`src/rtl/lcd_pkg.sv`:
```
// Shared types and constants for the HD44780 write-only controller.
package lcd_pkg;

   typedef enum logic [2:0] {
      POWERUP, INIT_LOAD, SETUP, PULSE, HOLD, WAIT, IDLE
   } lcd_state_e;

   localparam logic [7:0] FUNC_SET = 8'h38;
   localparam logic [7:0] DISP_ON  = 8'h0C;
   localparam logic [7:0] CLEAR    = 8'h01;
   localparam logic [7:0] ENTRY    = 8'h06;

   localparam int INIT_LEN = 6;
   localparam logic [7:0] INIT_ROM [INIT_LEN] =
      '{FUNC_SET, FUNC_SET, FUNC_SET, DISP_ON, CLEAR, ENTRY};

   // Clear (0x01) and home (0x02/0x03) need the long execution time.
   function automatic logic long_cmd(input logic rs, input logic [7:0] d);
      return !rs && (d[7:2] == 6'd0);
   endfunction

   function automatic int max4(input int a, input int b, input int c, input int d);
      int m;
      m = a;
      if (b > m) m = b;
      if (c > m) m = c;
      if (d > m) m = d;
      return m;
   endfunction

endpackage

```
`src/rtl/lcd_timer.sv`:
```
// Loadable down-counter; done is high while the count sits at zero.
module lcd_timer #(
   parameter int CW = 8
) (
   input  logic          clk,
   input  logic          rst_n,
   input  logic          load,
   input  logic [CW-1:0] load_val,
   output logic          done
);

   logic [CW-1:0] cnt;

   // Load has priority; otherwise count down and stop at zero.
   always_ff @(posedge clk or negedge rst_n) begin
      if (!rst_n)          cnt <= '0;
      else if (load)       cnt <= load_val;
      else if (cnt != '0)  cnt <= cnt - 1'b1;
   end

   assign done = (cnt == '0);

endmodule

```
`src/rtl/lcd_ctrl.sv`:
```
// HD44780 8-bit write-only controller: power-up wait, init sequence, then
// one byte per handshake with SETUP / E pulse / HOLD / execution wait.
// T_POWER is expected to be at least 2.
module lcd_ctrl
   import lcd_pkg::*;
#(
   parameter int T_POWER = 480000,
   parameter int T_E     = 6,
   parameter int T_EXEC  = 480,
   parameter int T_CLEAR = 19680
) (
   input  logic       clk,
   input  logic       rst,
   input  logic       in_valid,
   input  logic       in_rs,
   input  logic [7:0] in_data,
   output logic       in_ready,
   output logic       init_done,
   output logic       RS,
   output logic       RW,
   output logic       E,
   output logic       LCD_DB0,
   output logic       LCD_DB1,
   output logic       LCD_DB2,
   output logic       LCD_DB3,
   output logic       LCD_DB4,
   output logic       LCD_DB5,
   output logic       LCD_DB6,
   output logic       LCD_DB7
);

   localparam int CW = $clog2(max4(T_POWER, T_E, T_EXEC, T_CLEAR) + 1);
   // Power-up loads one less: the arming edge is itself the first counted cycle.
   localparam logic [CW-1:0] LD_POWER = CW'(T_POWER - 2);
   localparam logic [CW-1:0] LD_E     = CW'(T_E - 1);
   localparam logic [CW-1:0] LD_EXEC  = CW'(T_EXEC - 1);
   localparam logic [CW-1:0] LD_CLEAR = CW'(T_CLEAR - 1);

   lcd_state_e    state, state_d;
   logic          pwr_arm;
   logic [2:0]    idx;
   logic          rs_q;
   logic [7:0]    db_q;
   logic          wait_long;

   logic          tmr_load, tmr_done;
   logic [CW-1:0] tmr_val;
   logic          latch, lat_rs, lat_long;
   logic [7:0]    lat_data;
   logic          arm, idx_inc, set_done;

   lcd_timer #(.CW(CW)) u_timer (
      .clk      (clk),
      .rst_n    (rst),
      .load     (tmr_load),
      .load_val (tmr_val),
      .done     (tmr_done)
   );

   // State register.
   always_ff @(posedge clk or negedge rst) begin
      if (!rst) state <= POWERUP;
      else      state <= state_d;
   end

   // Next-state and control decode.
   always_comb begin
      state_d  = state;
      tmr_load = 1'b0;
      tmr_val  = '0;
      latch    = 1'b0;
      lat_rs   = 1'b0;
      lat_data = 8'h00;
      lat_long = 1'b0;
      arm      = 1'b0;
      idx_inc  = 1'b0;
      set_done = 1'b0;
      case (state)
         POWERUP: begin
            if (!pwr_arm) begin
               tmr_load = 1'b1;
               tmr_val  = LD_POWER;
               arm      = 1'b1;
            end else if (tmr_done) begin
               state_d = INIT_LOAD;
            end
         end
         INIT_LOAD: begin
            latch    = 1'b1;
            lat_data = INIT_ROM[idx];
            lat_long = (idx < 3'd3) || long_cmd(1'b0, INIT_ROM[idx]);
            state_d  = SETUP;
         end
         SETUP: begin
            tmr_load = 1'b1;
            tmr_val  = LD_E;
            state_d  = PULSE;
         end
         PULSE: if (tmr_done) state_d = HOLD;
         HOLD: begin
            tmr_load = 1'b1;
            tmr_val  = wait_long ? LD_CLEAR : LD_EXEC;
            state_d  = WAIT;
         end
         WAIT: begin
            if (tmr_done) begin
               if (init_done) begin
                  state_d = IDLE;
               end else if (idx == 3'(INIT_LEN - 1)) begin
                  set_done = 1'b1;
                  state_d  = IDLE;
               end else begin
                  idx_inc = 1'b1;
                  state_d = INIT_LOAD;
               end
            end
         end
         IDLE: begin
            if (in_valid) begin
               latch    = 1'b1;
               lat_rs   = in_rs;
               lat_data = in_data;
               lat_long = long_cmd(in_rs, in_data);
               state_d  = SETUP;
            end
         end
         default: state_d = POWERUP;
      endcase
   end

   // Datapath: bus registers hold the last written byte until the next latch.
   always_ff @(posedge clk or negedge rst) begin
      if (!rst) begin
         pwr_arm   <= 1'b0;
         idx       <= 3'd0;
         rs_q      <= 1'b0;
         db_q      <= 8'h00;
         wait_long <= 1'b0;
         init_done <= 1'b0;
      end else begin
         if (arm)      pwr_arm   <= 1'b1;
         if (idx_inc)  idx       <= idx + 3'd1;
         if (set_done) init_done <= 1'b1;
         if (latch) begin
            rs_q      <= lat_rs;
            db_q      <= lat_data;
            wait_long <= lat_long;
         end
      end
   end

   assign in_ready = (state == IDLE);
   assign E        = (state == PULSE);
   assign RW       = 1'b0;
   assign RS       = rs_q;
   assign {LCD_DB7, LCD_DB6, LCD_DB5, LCD_DB4,
           LCD_DB3, LCD_DB2, LCD_DB1, LCD_DB0} = db_q;

endmodule
```
`config.mk`:
```
export PLATFORM = sky130hd
export DESIGN_NAME = lcd_ctrl
export DESIGN_NICKNAME = d
export VERILOG_FILES = /design/src/rtl/lcd_pkg.sv /design/src/rtl/lcd_timer.sv /design/src/rtl/lcd_ctrl.sv
export SDC_FILE = /design/constraint.sdc
export NUM_CORES = 1
export LEC_CHECK = 0
export CELL_PAD_IN_SITES_DETAIL_PLACEMENT = 0
export CELL_PAD_IN_SITES_GLOBAL_PLACEMENT = 2
export CORE_UTILIZATION = 38
export CTS_CLUSTER_DIAMETER = 60
export DETAILED_ROUTE_END_ITERATION = 16
export PLACE_DENSITY_LB_ADDON = 0.1
export SYNTH_ARGS = -nofsm -noshare
export SYNTH_HDL_FRONTEND = slang
export SYNTH_SLANG_ARGS = --single-unit
```
`constraint.sdc`:
```
create_clock -name clk -period 3.3 [get_ports clk]
set_input_delay 0.495 -clock clk [delete_from_list [all_inputs] [get_ports clk]]
set_output_delay 0.495 -clock clk [all_outputs]
set_load 0.05 [all_outputs]
```
# Word-level counts from Yosys, hierarchy flattened
# Memories as Yosys holds them, arrays and structs flattened.
# Cells that the tools add are included.
[classes]
addsub = 2
n_mul = 0
div = 0
magnitude_cmp = 2
eq_ne = 12
n_shift = 0
n_mux = 34
n_bitwise = 1
reduce_logical = 11
[ops]
columns = ["operator", "count"]
rows = [
  ["2-to-1 mux 19 bit", 3],
  ["one-hot mux 19 bit (3 select lines)", 1],
  ["2-to-1 mux 8 bit", 3],
  ["2-to-1 mux 3 bit", 7],
  ["one-hot mux 3 bit (7 select lines)", 1],
  ["zero test 19 bit", 1],
  ["nonzero test 19 bit", 1],
  ["subtractor 19 x 1 -> 19 bit (second input constant)", 1],
  ["one-hot mux 8 bit (2 select lines)", 1],
  ["2-to-1 mux 15 bit", 1],
  ["2-to-1 mux 1 bit", 14],
  ["equality test 3 bit (second input constant)", 4],
  ["zero test 6 bit", 2],
  ["!= test 2 bit (second input constant)", 4],
  ["equality test 3 x 2 -> 1 bit (second input constant)", 2],
  ["one-hot mux 1 bit (2 select lines)", 3],
  ["AND reduction 5 bit", 1],
  ["greater-or-equal comparator 4 bit (second input constant)", 1],
  ["inverter 3 -> 4 bit", 1],
  ["adder 3 x 1 -> 3 bit (second input constant)", 1],
  ["equality test 3 x 1 -> 1 bit (second input constant)", 1],
  ["zero test 3 bit", 1],
  ["< comparator 3 x 2 -> 1 bit (second input constant)", 1],
  ["!= test 2 x 1 -> 1 bit (second input constant)", 1],
  ["5 further kinds", 5],
]
[totals]
register_bits = 37
latch_bits = 0
ram_bits = 0
romBits = 64
in_bits = 12
out_inout_bits = 13
wordCells = 71
n_memories = 1
[mem_list]
columns = ["name", "words", "word_bits", "rd", "rd_clocked_by_memory_dff", "write_ports", "line_no", "source"]
rows = [
  ["(no name shown)", 8, 8, 1, 0, 0, "lcd_ctrl.sv:91", "lat_long = (idx < 3'd3) || long_cmd(1'b0, INIT_ROM[idx]);"],
]

# Depth between registers and ports, before layout
[logic_depth]
depth_word = 7
ltp_mapped = 7
depth_no_buf = 6

# Cells and area by module
# A second synthesis with hierarchy kept.
[unflattened]
cells_unflattened = 222
hier_area_um2 = 2088.3
[modules_own_cells]
columns = ["mod", "instances", "cells_per_inst", "area_each_um2", "seq_area_each_um2"]
rows = [
  ["lcd_timer", 1, 127, 1117.3, 475.5],
  ["lcd_ctrl", 1, 95, 970.9, 450.4],
]

# Least setup slack after synthesis
# Ideal clock, no wire load.
[synth_path]
kind = "reg2reg"
start = "register u_timer.cnt[0]"
end = "register idx[2]"
setup_time_ps = 125
arrival_ps = 2138
required_ps = 3175
slack_ps = 1037
path_stages_with_launch = 7
path_buffers = 0
synth_period_minus_slack_ps = 2263
path_cell_list = "dfrtp_1 inv_1 ha_1 nor3b_1 nand3_1 nor4_4 mux2_4"
[synth_via]
elab_chain_cells = 3
[synth_lines]
columns = ["element", "line_no", "source"]
rows = [
  ["from (decl)", "lcd_timer.sv:12", "logic [CW-1:0] cnt;"],
  ["from (signal assigned)", "lcd_timer.sv:17", "else if (load) cnt <= load_val;"],
  ["from (signal assigned)", "lcd_timer.sv:18", "else if (cnt != '0) cnt <= cnt - 1'b1;"],
  ["zero test 19 bit", "lcd_timer.sv:21", "assign done = (cnt == '0);"],
  ["2-to-1 mux 1 bit", "lcd_ctrl.sv:106", "if (tmr_done) begin"],
  ["2-to-1 mux 1 bit", "lcd_ctrl.sv:78", "case (state)"],
  ["to (signal assigned)", "lcd_ctrl.sv:142", "if (idx_inc) idx <= idx + 3'd1;"],
  ["to (decl)", "lcd_ctrl.sv:41", "logic [2:0] idx;"],
]
# No other way between the ends.
# A chain may end at the register's enable or synchronous reset.

# Final worst setup path
[layout_path]
start = "register state[1]"
end = "output port E"
[layout_via]
elab_chain_cells = 1
[layout_lines]
columns = ["element", "line_no", "source"]
rows = [
  ["from (decl)", "lcd_ctrl.sv:39", "lcd_state_e state, state_d;"],
  ["from (signal assigned)", "lcd_ctrl.sv:63", "else state <= state_d;"],
  ["equality test 3 x 2 -> 1 bit", "lcd_ctrl.sv:153", "assign E = (state == PULSE);"],
  ["to (decl)", "lcd_ctrl.sv:21", "output logic E,"],
]
# No other way between the ends.

==> summary.md <==
| Metric | Value |
|---|---|
| Outcome | finished, final reports clean |
| Core ar. | 0.00520 mm² |
| Int Pwr | 711 µW |
| Max Clock Freq | 362 MHz |
| Root buffer cell | clkbuf_8 |
| Clock power frac | 46.4% |
| Period utilisation layout | 83.8% |
| Most frequent cell after synthesis | dfrtp_1 |
| GRT Util Overall | 18.8% |
| Crit path required time | 2.80 ns |
| First-pass GRT wire length | 8.53 mm |
| Leakage power | 0.00100 µW |
| Global route hottest layer | met1 |
| DIE WIDTH | 76.4 µm |
| CTS Buf Count | 5 |
| Sequential share of power | 50.7% |
| Largest net degree at the start of global routing | 38 |
| Met3 Use GR | 4.19% |
| Mapped Cells | 215 |
| Top-area cell type share of the netlist area | 44.1% |
| Initial Utilization | 40.4% |
| DIE AREA | 0.00583 mm² |
| DR WL/cell | 16.8 µm |
| Post-cts sizing count | 0 |
| Layout cells sized above 1 | 9.17% |
| Comb pwr share | 2.9% |
| Layout area overhead | 20.3% |
| Placed inst area | 0.00241 mm² |
| Synth top cells by count | 37 x dfrtp_1, 13 x nand2_1, 13 x o21ai_0, 10 x clkbuf_1, 10 x nor2_1 |
| Max IR drop VDD | 0.178 mV |
| Switching Power | 183 µW |
| Netlist cell types | 53 |
| Synthesized area per cell | 9.77 µm² |
| RSZ-0062 raised after global routing | false |
| Mapped Area | 0.00210 mm² |
| Hold Fails Final Rpt | 0 |
| Worst slew pin tran | 0.846 ns |
| Initial antenna violation count | 0 |
| #FFs+latches synth | 37 |
| Final min period | 2.76 ns |
| Slew Viols, Final | 0 |
| Synth area leaders | dfrtp_1 44%, a221o_1 3.8%, o21ai_0 3.1% |
| Final instance area | 0.00253 mm² |
| Via Count | 1818 |
| Die height | 76.4 µm |
| TNS Setup | 0 ns |
| Vias per inst | 5.86 |
| Pwr per Cell Area | 354 mW/mm² |
| Reg2Reg Depth | 4 |
| Bufs on Longest Clock Path | 2 |
| Slew Limit Headroom | 43.6% |
| Reg2reg start | u_timer.cnt[13] |
| Hold_buf cts | 0 |
| Synthesized Nets | 231 |
| Setup violators final | 0 |
| Post-detail-place hpwl | 3.75 mm |
| Kind of critical path | reg2out |
| Setup crit end kind | output pin |
| H-tree depth | 2 |
| TritonCTS clock tree | yes |
| Global-route met2 utilization | 27.3% |
| Clk sinks | 37 |
| Net Sw Frac | 20.5% |
| PortBufs | 23 |
| Max Cap Viol | 0 |
| GRT Residual Overflow | 0 |
| Antenna viol nets, final | 0 |
| Num rows | 26 |
| Top cell type by total area after synthesis | dfrtp_1 |
| Vias in the first global route | 1678 |
| I/O pin cnt | 25 |
| Setup repair bufs after CTS | 0 |
| CP max FO | 21 |
| Initial DRC Count | 155 |
| Remaining DRCs | 0 |
| CP arrival | 2.27 ns |
| Setup crit start | state[1] |
| Gpl congestion | 0.784 |
| Ys async rst share | 100% |
| Post-synth EDFFs | 0 |
| Ant diodes | 0 |
| Insertion delay to the later sink of the worst-skew pair | 0.29 ns |
| Synth Flop Type | dfrtp_1 |
| Met1 Use GR | 27.6% |
| Startpoint Class | register |
| Clock skew | 0.00413 ns |
| Final nets | 255 |
| Final WL | 5.21 mm |
| Synth warnings | 0 |
| DR pass1 iterations | 4 |
| HP Class | in2async |
| Seq/Total Area, Yosys | 44.1% |
| Clock transition at path regs | 0.08 ns |
==> through the flow <==
stage | setup slack [ns] | std cells | total power [µW] | utilization [%] | hold WS (ns)
after CTS | 0.530 | 310 | 900 | 48.6 | 0.338
final | 0.536 | 310 | 894 | 48.6 | 0.302
after detailed placement | 0.728 | 302 | 489 | 46.3 | 0.483
after global routing | 0.444 | 310 | 927 | 48.6 | 0.375
after global placement | 0.765 | 302 | 488 | 46.3 | 0.485
after floorplan | 1.04 | 215 | 466 | - | 0.199
==> placed cells by master (no fill, tap or decap), types with 7 or more instances in the layout <==
cell type,count
dfrtp_1,37
clkdlybuf4s50_1,22
nand2_1,13
o21ai_0,13
nor2_1,10
a21oi_1,9
a221o_1,8
nor4_1,7
o31ai_1,7
buf_4,7
==> state kept, by name (all words and copies together), names as in the netlist <==
| name | count |
|---|---|
| RS | 1 |
| db_q | 8 |
| wait_long | 1 |
| pwr_arm | 1 |
| idx | 3 |
| state | 3 |
| u_timer.cnt | 19 |
| init_done | 1 |
==> routing by layer <==
layer,vias up,part of all wire (%)
met5,-,0
met4,0,1.1
met3,5,5.5
met2,51,44
met1,894,49
li1,868,-
==> power groups by stage <==
stage | clock network (µW) | registers, µW | logic [µW]
after global routing | 446 | 453 | 28.6
after global placement | 0 | 462 | 26.2
after floorplan | 0 | 462 | 4.04
after detailed placement | 0 | 462 | 26.7
after CTS | 421 | 453 | 26.9
final | 415 | 453 | 26.0
==> critical path, cell delays in order (launching register included) <==
cell	delay, ns
dfrtp_1	0.71
nor2b_1	0.29
and2_1	0.17
clkdlybuf4s50_1	0.81
==> layout make-up <==
type | count | area [µm²]
Timing Repair Buffer | 30 | 278
Tap cell | 70 | 87.6
Multi-Input combinational cell | 159 | 1100
Clock inverter | 1 | 30.0
Clock buffer | 7 | 86.3
Inverter | 6 | 22.5
Fill cell | 498 | 2680
Sequential cell | 37 | 926
==> final timing paths <==
check                                  end  slack [ns]
setup / recovery                         E        0.54
max in group asynchronous   u_timer.cnt[1]        2.46
hold reg to reg                         RS        0.50
hold / removal             u_timer.cnt[13]        0.30
min in group clk                        RS        0.50
setup reg to reg                    idx[2]        0.70
==> logic make-up (layout without fill, tap and decap cells) <==
group	Yosys count	in the layout	synth area share (%)
compound gates	69	69	23.7
buf+inv	19	44	3.69
fa+ha+maj	4	4	2.38
other cells	1	1	0.179
xor+xnor	10	10	4.17
flops	37	37	44.1
simple gates	71	71	19.7
mux	4	4	2.14
Note: power is estimated with default switching activity, not from simulation.
